File: src/rtl/spi_flash_reader_if.sv
// Processor memory read bus between the core and the SPI flash reader.
// master: drives mem_addr/mem_rstrb; slave: returns mem_rdata/mem_rbusy.
interface spi_flash_reader_if;
  logic [31:0] mem_addr;
  logic        mem_rstrb;
  logic [31:0] mem_rdata;
  logic        mem_rbusy;

  modport master (
    output mem_addr,
    output mem_rstrb,
    input  mem_rdata,
    input  mem_rbusy
  );

  modport slave (
    input  mem_addr,
    input  mem_rstrb,
    output mem_rdata,
    output mem_rbusy
  );
endinterface

File: src/rtl/spi_flash_reader.sv
// Word reads from SPI NOR flash (READ 0x03 + 24-bit address, 32 data bits).
// Ports: clk, resetn, bus (mem read slave), spi_cs_n/spi_clk/spi_mosi out, spi_miso in.
module spi_flash_reader #(
  parameter int          CLK_DIV      = 1,
  parameter logic [23:0] FLASH_OFFSET = 24'h100000
) (
  input  logic               clk,
  input  logic               resetn,
  spi_flash_reader_if.slave  bus,
  output logic               spi_cs_n,
  output logic               spi_clk,
  output logic               spi_mosi,
  input  logic               spi_miso
);

  typedef enum logic [1:0] {
    IDLE,
    SEND,
    RECV
  } state_e;

  localparam logic [7:0] DIV_LAST = 8'(CLK_DIV - 1);

  state_e      state_q, state_d;
  logic [5:0]  bit_q, bit_d;
  logic [7:0]  div_q, div_d;
  logic [31:0] tx_q, tx_d;
  logic [31:0] rx_q, rx_d;
  logic [31:0] rdata_q, rdata_d;
  logic        cs_n_q, cs_n_d;
  logic        sclk_q, sclk_d;
  logic        mosi_q, mosi_d;
  logic        busy_q, busy_d;

  logic [23:0] flash_addr;
  logic        half_done;
  logic        unused_addr;

  // Word aligned; the sum wraps inside the 24-bit flash space.
  assign flash_addr  = {bus.mem_addr[23:2], 2'b00} + FLASH_OFFSET;
  assign half_done   = (div_q == DIV_LAST);
  assign unused_addr = ^{bus.mem_addr[31:24], bus.mem_addr[1:0]};

  always_ff @(posedge clk or negedge resetn) begin
    if (!resetn) begin
      state_q <= IDLE;
      bit_q   <= '0;
      div_q   <= '0;
      tx_q    <= '0;
      rx_q    <= '0;
      rdata_q <= '0;
      cs_n_q  <= 1'b1;
      sclk_q  <= 1'b0;
      mosi_q  <= 1'b0;
      busy_q  <= 1'b0;
    end else begin
      state_q <= state_d;
      bit_q   <= bit_d;
      div_q   <= div_d;
      tx_q    <= tx_d;
      rx_q    <= rx_d;
      rdata_q <= rdata_d;
      cs_n_q  <= cs_n_d;
      sclk_q  <= sclk_d;
      mosi_q  <= mosi_d;
      busy_q  <= busy_d;
    end
  end

  always_comb begin
    state_d = state_q;
    bit_d   = bit_q;
    div_d   = div_q;
    tx_d    = tx_q;
    rx_d    = rx_q;
    rdata_d = rdata_q;
    cs_n_d  = cs_n_q;
    sclk_d  = sclk_q;
    mosi_d  = mosi_q;
    busy_d  = busy_q;

    unique case (state_q)
      IDLE: begin
        if (bus.mem_rstrb) begin
          state_d = SEND;
          busy_d  = 1'b1;
          cs_n_d  = 1'b0;
          bit_d   = '0;
          div_d   = '0;
          tx_d    = {8'h03, flash_addr};
          mosi_d  = tx_d[31];
        end
      end
      SEND, RECV: begin
        if (!half_done) begin
          div_d = div_q + 8'd1;
        end else begin
          div_d = '0;
          if (!sclk_q) begin
            // Rising edge: capture flash data, MSB first.
            sclk_d = 1'b1;
            rx_d   = {rx_q[30:0], spi_miso};
          end else begin
            sclk_d = 1'b0;
            if (bit_q == 6'd63) begin
              state_d = IDLE;
              cs_n_d  = 1'b1;
              busy_d  = 1'b0;
              mosi_d  = 1'b0;
              bit_d   = '0;
              // Flash streams B0..B3; the bus word is little-endian.
              rdata_d = {rx_q[7:0], rx_q[15:8],
                         rx_q[23:16], rx_q[31:24]};
            end else begin
              bit_d = bit_q + 6'd1;
              tx_d  = {tx_q[30:0], 1'b0};
              // Next command bit while sending; idle low while receiving.
              mosi_d = (bit_q < 6'd31) ? tx_q[30] : 1'b0;
              if (bit_q == 6'd31) begin
                state_d = RECV;
              end
            end
          end
        end
      end
      default: begin
        state_d = IDLE;
      end
    endcase
  end

  assign spi_cs_n      = cs_n_q;
  assign spi_clk       = sclk_q;
  assign spi_mosi      = mosi_q;
  assign bus.mem_rdata = rdata_q;
  assign bus.mem_rbusy = busy_q;

endmodule

File: src/flat_wrapper.sv
// flat-port wrapper written by rule: the top's interface ports become plain ports
module spi_flash_reader_flat 
#(
  parameter int          CLK_DIV      = 1,
  parameter logic [23:0] FLASH_OFFSET = 24'h100000
)
  (clk, resetn, spi_cs_n, spi_clk, spi_mosi, spi_miso, bus_mem_addr, bus_mem_rstrb, bus_mem_rdata, bus_mem_rbusy);
  spi_flash_reader_if bus_i ();
  input  logic clk;
  input  logic resetn;
  output logic spi_cs_n;
  output logic spi_clk;
  output logic spi_mosi;
  input  logic spi_miso;
  input wire logic [$bits(bus_i.mem_addr)-1:0] bus_mem_addr;
  input wire logic [$bits(bus_i.mem_rstrb)-1:0] bus_mem_rstrb;
  output wire logic [$bits(bus_i.mem_rdata)-1:0] bus_mem_rdata;
  output wire logic [$bits(bus_i.mem_rbusy)-1:0] bus_mem_rbusy;
  assign bus_i.mem_addr = bus_mem_addr;
  assign bus_i.mem_rstrb = bus_mem_rstrb;
  assign bus_mem_rdata = bus_i.mem_rdata;
  assign bus_mem_rbusy = bus_i.mem_rbusy;
  spi_flash_reader #(.CLK_DIV(CLK_DIV), .FLASH_OFFSET(FLASH_OFFSET)) u_core (.clk(clk), .resetn(resetn), .bus(bus_i), .spi_cs_n(spi_cs_n), .spi_clk(spi_clk), .spi_mosi(spi_mosi), .spi_miso(spi_miso));
endmodule
File: config.mk
export PLATFORM = sky130hd
export DESIGN_NAME = spi_flash_reader_flat
export DESIGN_NICKNAME = d
export VERILOG_FILES = /design/src/rtl/spi_flash_reader_if.sv /design/src/rtl/spi_flash_reader.sv /design/src/flat_wrapper.sv
export SDC_FILE = /design/constraint.sdc
export NUM_CORES = 1
export LEC_CHECK = 0
export ABC_CLOCK_PERIOD_IN_PS = 2700
export BUFFER_PORTS_ARGS = -buffer_cell sky130_fd_sc_hd__buf_2
export CAP_MARGIN = 40
export CORE_MARGIN = 2
export CORE_UTILIZATION = 55
export DETAILED_ROUTE_END_ITERATION = 10
export PLACE_DENSITY = 0.77
export SYNTH_ARGS = -nofsm -noshare
export SYNTH_HDL_FRONTEND = slang
export SYNTH_SLANG_ARGS = --single-unit
File: constraint.sdc
create_clock -name clk -period 2.7 [get_ports clk]
set_input_delay 0.54 -clock clk [delete_from_list [all_inputs] [get_ports clk]]
set_output_delay 0.54 -clock clk [all_outputs]
set_load 0.01 [all_outputs]
==> results.cfg <==
[run_status]
status = complete, no violations

[timing]
fin_worst_skew_ps = 12.5
finalHoldViolCount = 0
min_period_ps = 2320
max_freq_mhz = 431
finalSetupTns_ps = 0
setup_viol = 0
maxSlewHeadroom_pct = 65.9
rsz0062_at_grt = false
maxSlewViolCount = 0
min_period_over_period_pct = 85.9
tightest_slew_ps = 512

[cells_and_area]
final_common_cell = dfrtp_1
nFillCells = 629
area_delta_synth_final_pct = 20.2
nets = 495
layout.area.seq_um2 = 2830
fin_util_pct = 68.4
diodes = 0
layout_common_cells = 112 x dfrtp_1, 69 x mux2_2, 60 x buf_2
final_layout_size_suffix_gt1_share_pct = 39.1
multi_input_area_um2 = 1980

[clock_tree]
cts_tree = built
cts_hold_buffers = 0
clock-sinks = 113
postCtsResizedCells = 0
post-cts-setup-buffer-count = 0
clk_latency_ps = 500
root_buffer = clkbuf_8
numCtsBuffers = 17
cts.clk_slew.worst_paths_ps = 60
clockBufferDepth = 2
htreeDepth = 4

[floorplan]
rows = 34
io_pins = 72
die_x_um = 99.2
die_h_um = 99.2
initial_utilization_pct = 56.9
die-area_um2 = 9840
coreArea_um2 = 8760

[critical_path]
worstSetupPathType = flip-flop to flip-flop
startpoint_type = flip-flop
r2r-start = u_core.state_q[0]$_DFFE_PN0P_
critPathMostFrequentCell = buf_4
crit_chain = inv_1 -> ha_1 -> buf_4 -> a2bb2oi_1 -> and3_1 -> buf_4 -> a21oi_1
crit_buf_inv = 3
worst-endpoint-required_ps = 3080
critPathTopFamily = buffers and inverters
end_kind = flip-flop
critPathArrivalTime_ps = 2690
cp-startpoint = u_core.state_q[0]$_DFFE_PN0P_
path_max_fanout = 18
cp_slowest_cell = ha_1
cp_slowest_stage_delay_ps = 420

[synth]
synth.distinct_cells = 49
ys.flop_type = dfrtp_1
synth_area_um2 = 4990
synth_top_area_share_pct = 56.2
ys_ff_latch = 113
syn-num-nets = 426
post-synth-top-area-cell = dfrtp_1
yosysWarnings = 0
synth-edff-count = 0
async_flop_share_pct = 100
synth.avg_cell_area_um2 = 13.0
seq_area_frac_synth_pct = 56.7
synth_cells = 384
synthTopCellsByArea = dfrtp_1 56%, mux2_2 16%, mux2i_1 3.8%, a21oi_1 2.5%, a31oi_1 2.3%

[detailed_routing]
wirelength_mm = 9.51
avgViaCountPerCell = 5.82
drc = 0
drtAntennaViolNets = 0
initialDrtViolationCount = 109
dr.pass1.iters = 4
vias = 3336
wire_per_inst_um = 16.6

[global_route]
antenna_found_initial = 0
grt_first_pass_wirelength_mm = 16.0
grt_overflow = 0
top_usage_layer = met2
grt_pass1_vias = 3389
grt_max_degree = 54
met2_usage_pct = 33.5
grt_use_met3_pct = 5.13
gr-usage-met1_pct = 26.7
grt_usage_pct = 20.4

[pwr]
leakage_nw = 3.16
pwr_density_cell_nw_per_um2 = 661
p_total_mw = 3.96
vdd_ir_drop_max_v = 0.000397

[placed_design]
routabilityCongestion = 0.879
io_buffers = 61
dp_hpwl_mm = 5.91

[job]
cap_violations = 0

[hold_path]
holdCritPathClass = input port to async pin
-- where the power goes --
group | internal (mW) | leakage, nW | total, mW | switching, mW
logic | 0.0206 | 1.33 | 0.0613 | 0.0407
clock network | 1.43 | 0.288 | 2.20 | 0.777
registers | 1.70 | 1.54 | 1.70 | 0.000729
total | 3.14 | 3.16 | 3.96 | 0.819
-- metrics by stage --
| stage | hold WS, ps | std cells | setup WS [ps] | cell area, um^2 |
|---|---|---|---|---|
| after detailed placement | 479 | 542 | 431 | 5400 |
| final | 14.1 | 573 | 381 | 5990 |
| after global routing | 40.5 | 573 | 184 | 5990 |
| after floorplan | 244 | 384 | 687 | 4990 |
| after CTS | 11.4 | 573 | 382 | 5990 |
| after global placement | 467 | 541 | 344 | 5400 |
-- flip-flops by register name, summed over array words and instances, names as in the netlist --
name,cells
u_core.bus.mem_rdata,32
u_core.rx_q,32
u_core.tx_q,29
u_core.div_q,8
u_core.bit_q,6
u_core.state_q,2
u_core.bus.mem_rbusy,1
u_core.spi_clk,1
u_core.spi_cs_n,1
u_core.spi_mosi,1
-- per-layer routing --
layer	part of all wire, %	wire, um	vias up
met2	51	4820	76
li1	-	-	1557
met3	3.3	312	12
met4	1.3	126	0
met1	45	4250	1691
met5	0	0	-
-- worst reg2reg max path, stage by stage (launching register included) --
cell and delay [ps]:
dfrtp_1 350, inv_1 70, ha_1 420, buf_4 280
a2bb2oi_1 320, and3_1 370, buf_4 290, a21oi_1 110
-- layout make-up --
class / count / area share, %
repair buffers: 73 / 7.06
clock inverters: 13 / 2.67
flip-flops and latches: 113 / 47.2
inverters: 9 / 0.564
clock buffers: 18 / 7.14
well taps: 108 / 2.26
multi-input cells: 239 / 33.1
-- cells by family after synthesis --
kind of cell | synth area share [%]
buf+inv | 3.51
compound gates | 10.5
flops | 56.7
mux | 19.6
simple gates | 7.40
fa+ha+maj | 1.51
xor+xnor | 0.703
-- cells in the mapped netlist, types with 2 or more instances --
master / number
nor2_1: 5
xnor2_1: 3
and3_1: 5
clkbuf_1: 10
mux2_2: 69
o22a_1: 2
buf_4: 3
a31oi_1: 18
or4_1: 2
nand4_1: 5
mux2i_1: 19
buf_6: 5
nand2_1: 14
o211ai_1: 4
o21ai_0: 16
o31ai_1: 2
a21oi_1: 25
a22o_1: 5
ha_1: 6
or3_1: 3
dfrtp_1: 112
nand3_1: 10
a22oi_1: 2
inv_1: 9
a41oi_1: 2
buf_2: 5
-- path summary, 6_finish.rpt --
path                       depth (start not counted)                                   end  slack (ps)
hold reg to reg                                    1   u_core.bus.mem_rdata[5]$_DFFE_PN0P_         480
min in group clk                                   2            u_core.rx_q[0]$_DFFE_PN0P_         310
hold / removal                                     1         u_core.state_q[0]$_DFFE_PN0P_          10
setup / recovery                                   7            u_core.tx_q[4]$_DFFE_PN0P_         380
setup reg to reg                                   7            u_core.tx_q[4]$_DFFE_PN0P_         380
max in group asynchronous                          2  u_core.bus.mem_rdata[18]$_DFFE_PN0P_        2000
Power figures use the tool's default switching activity.
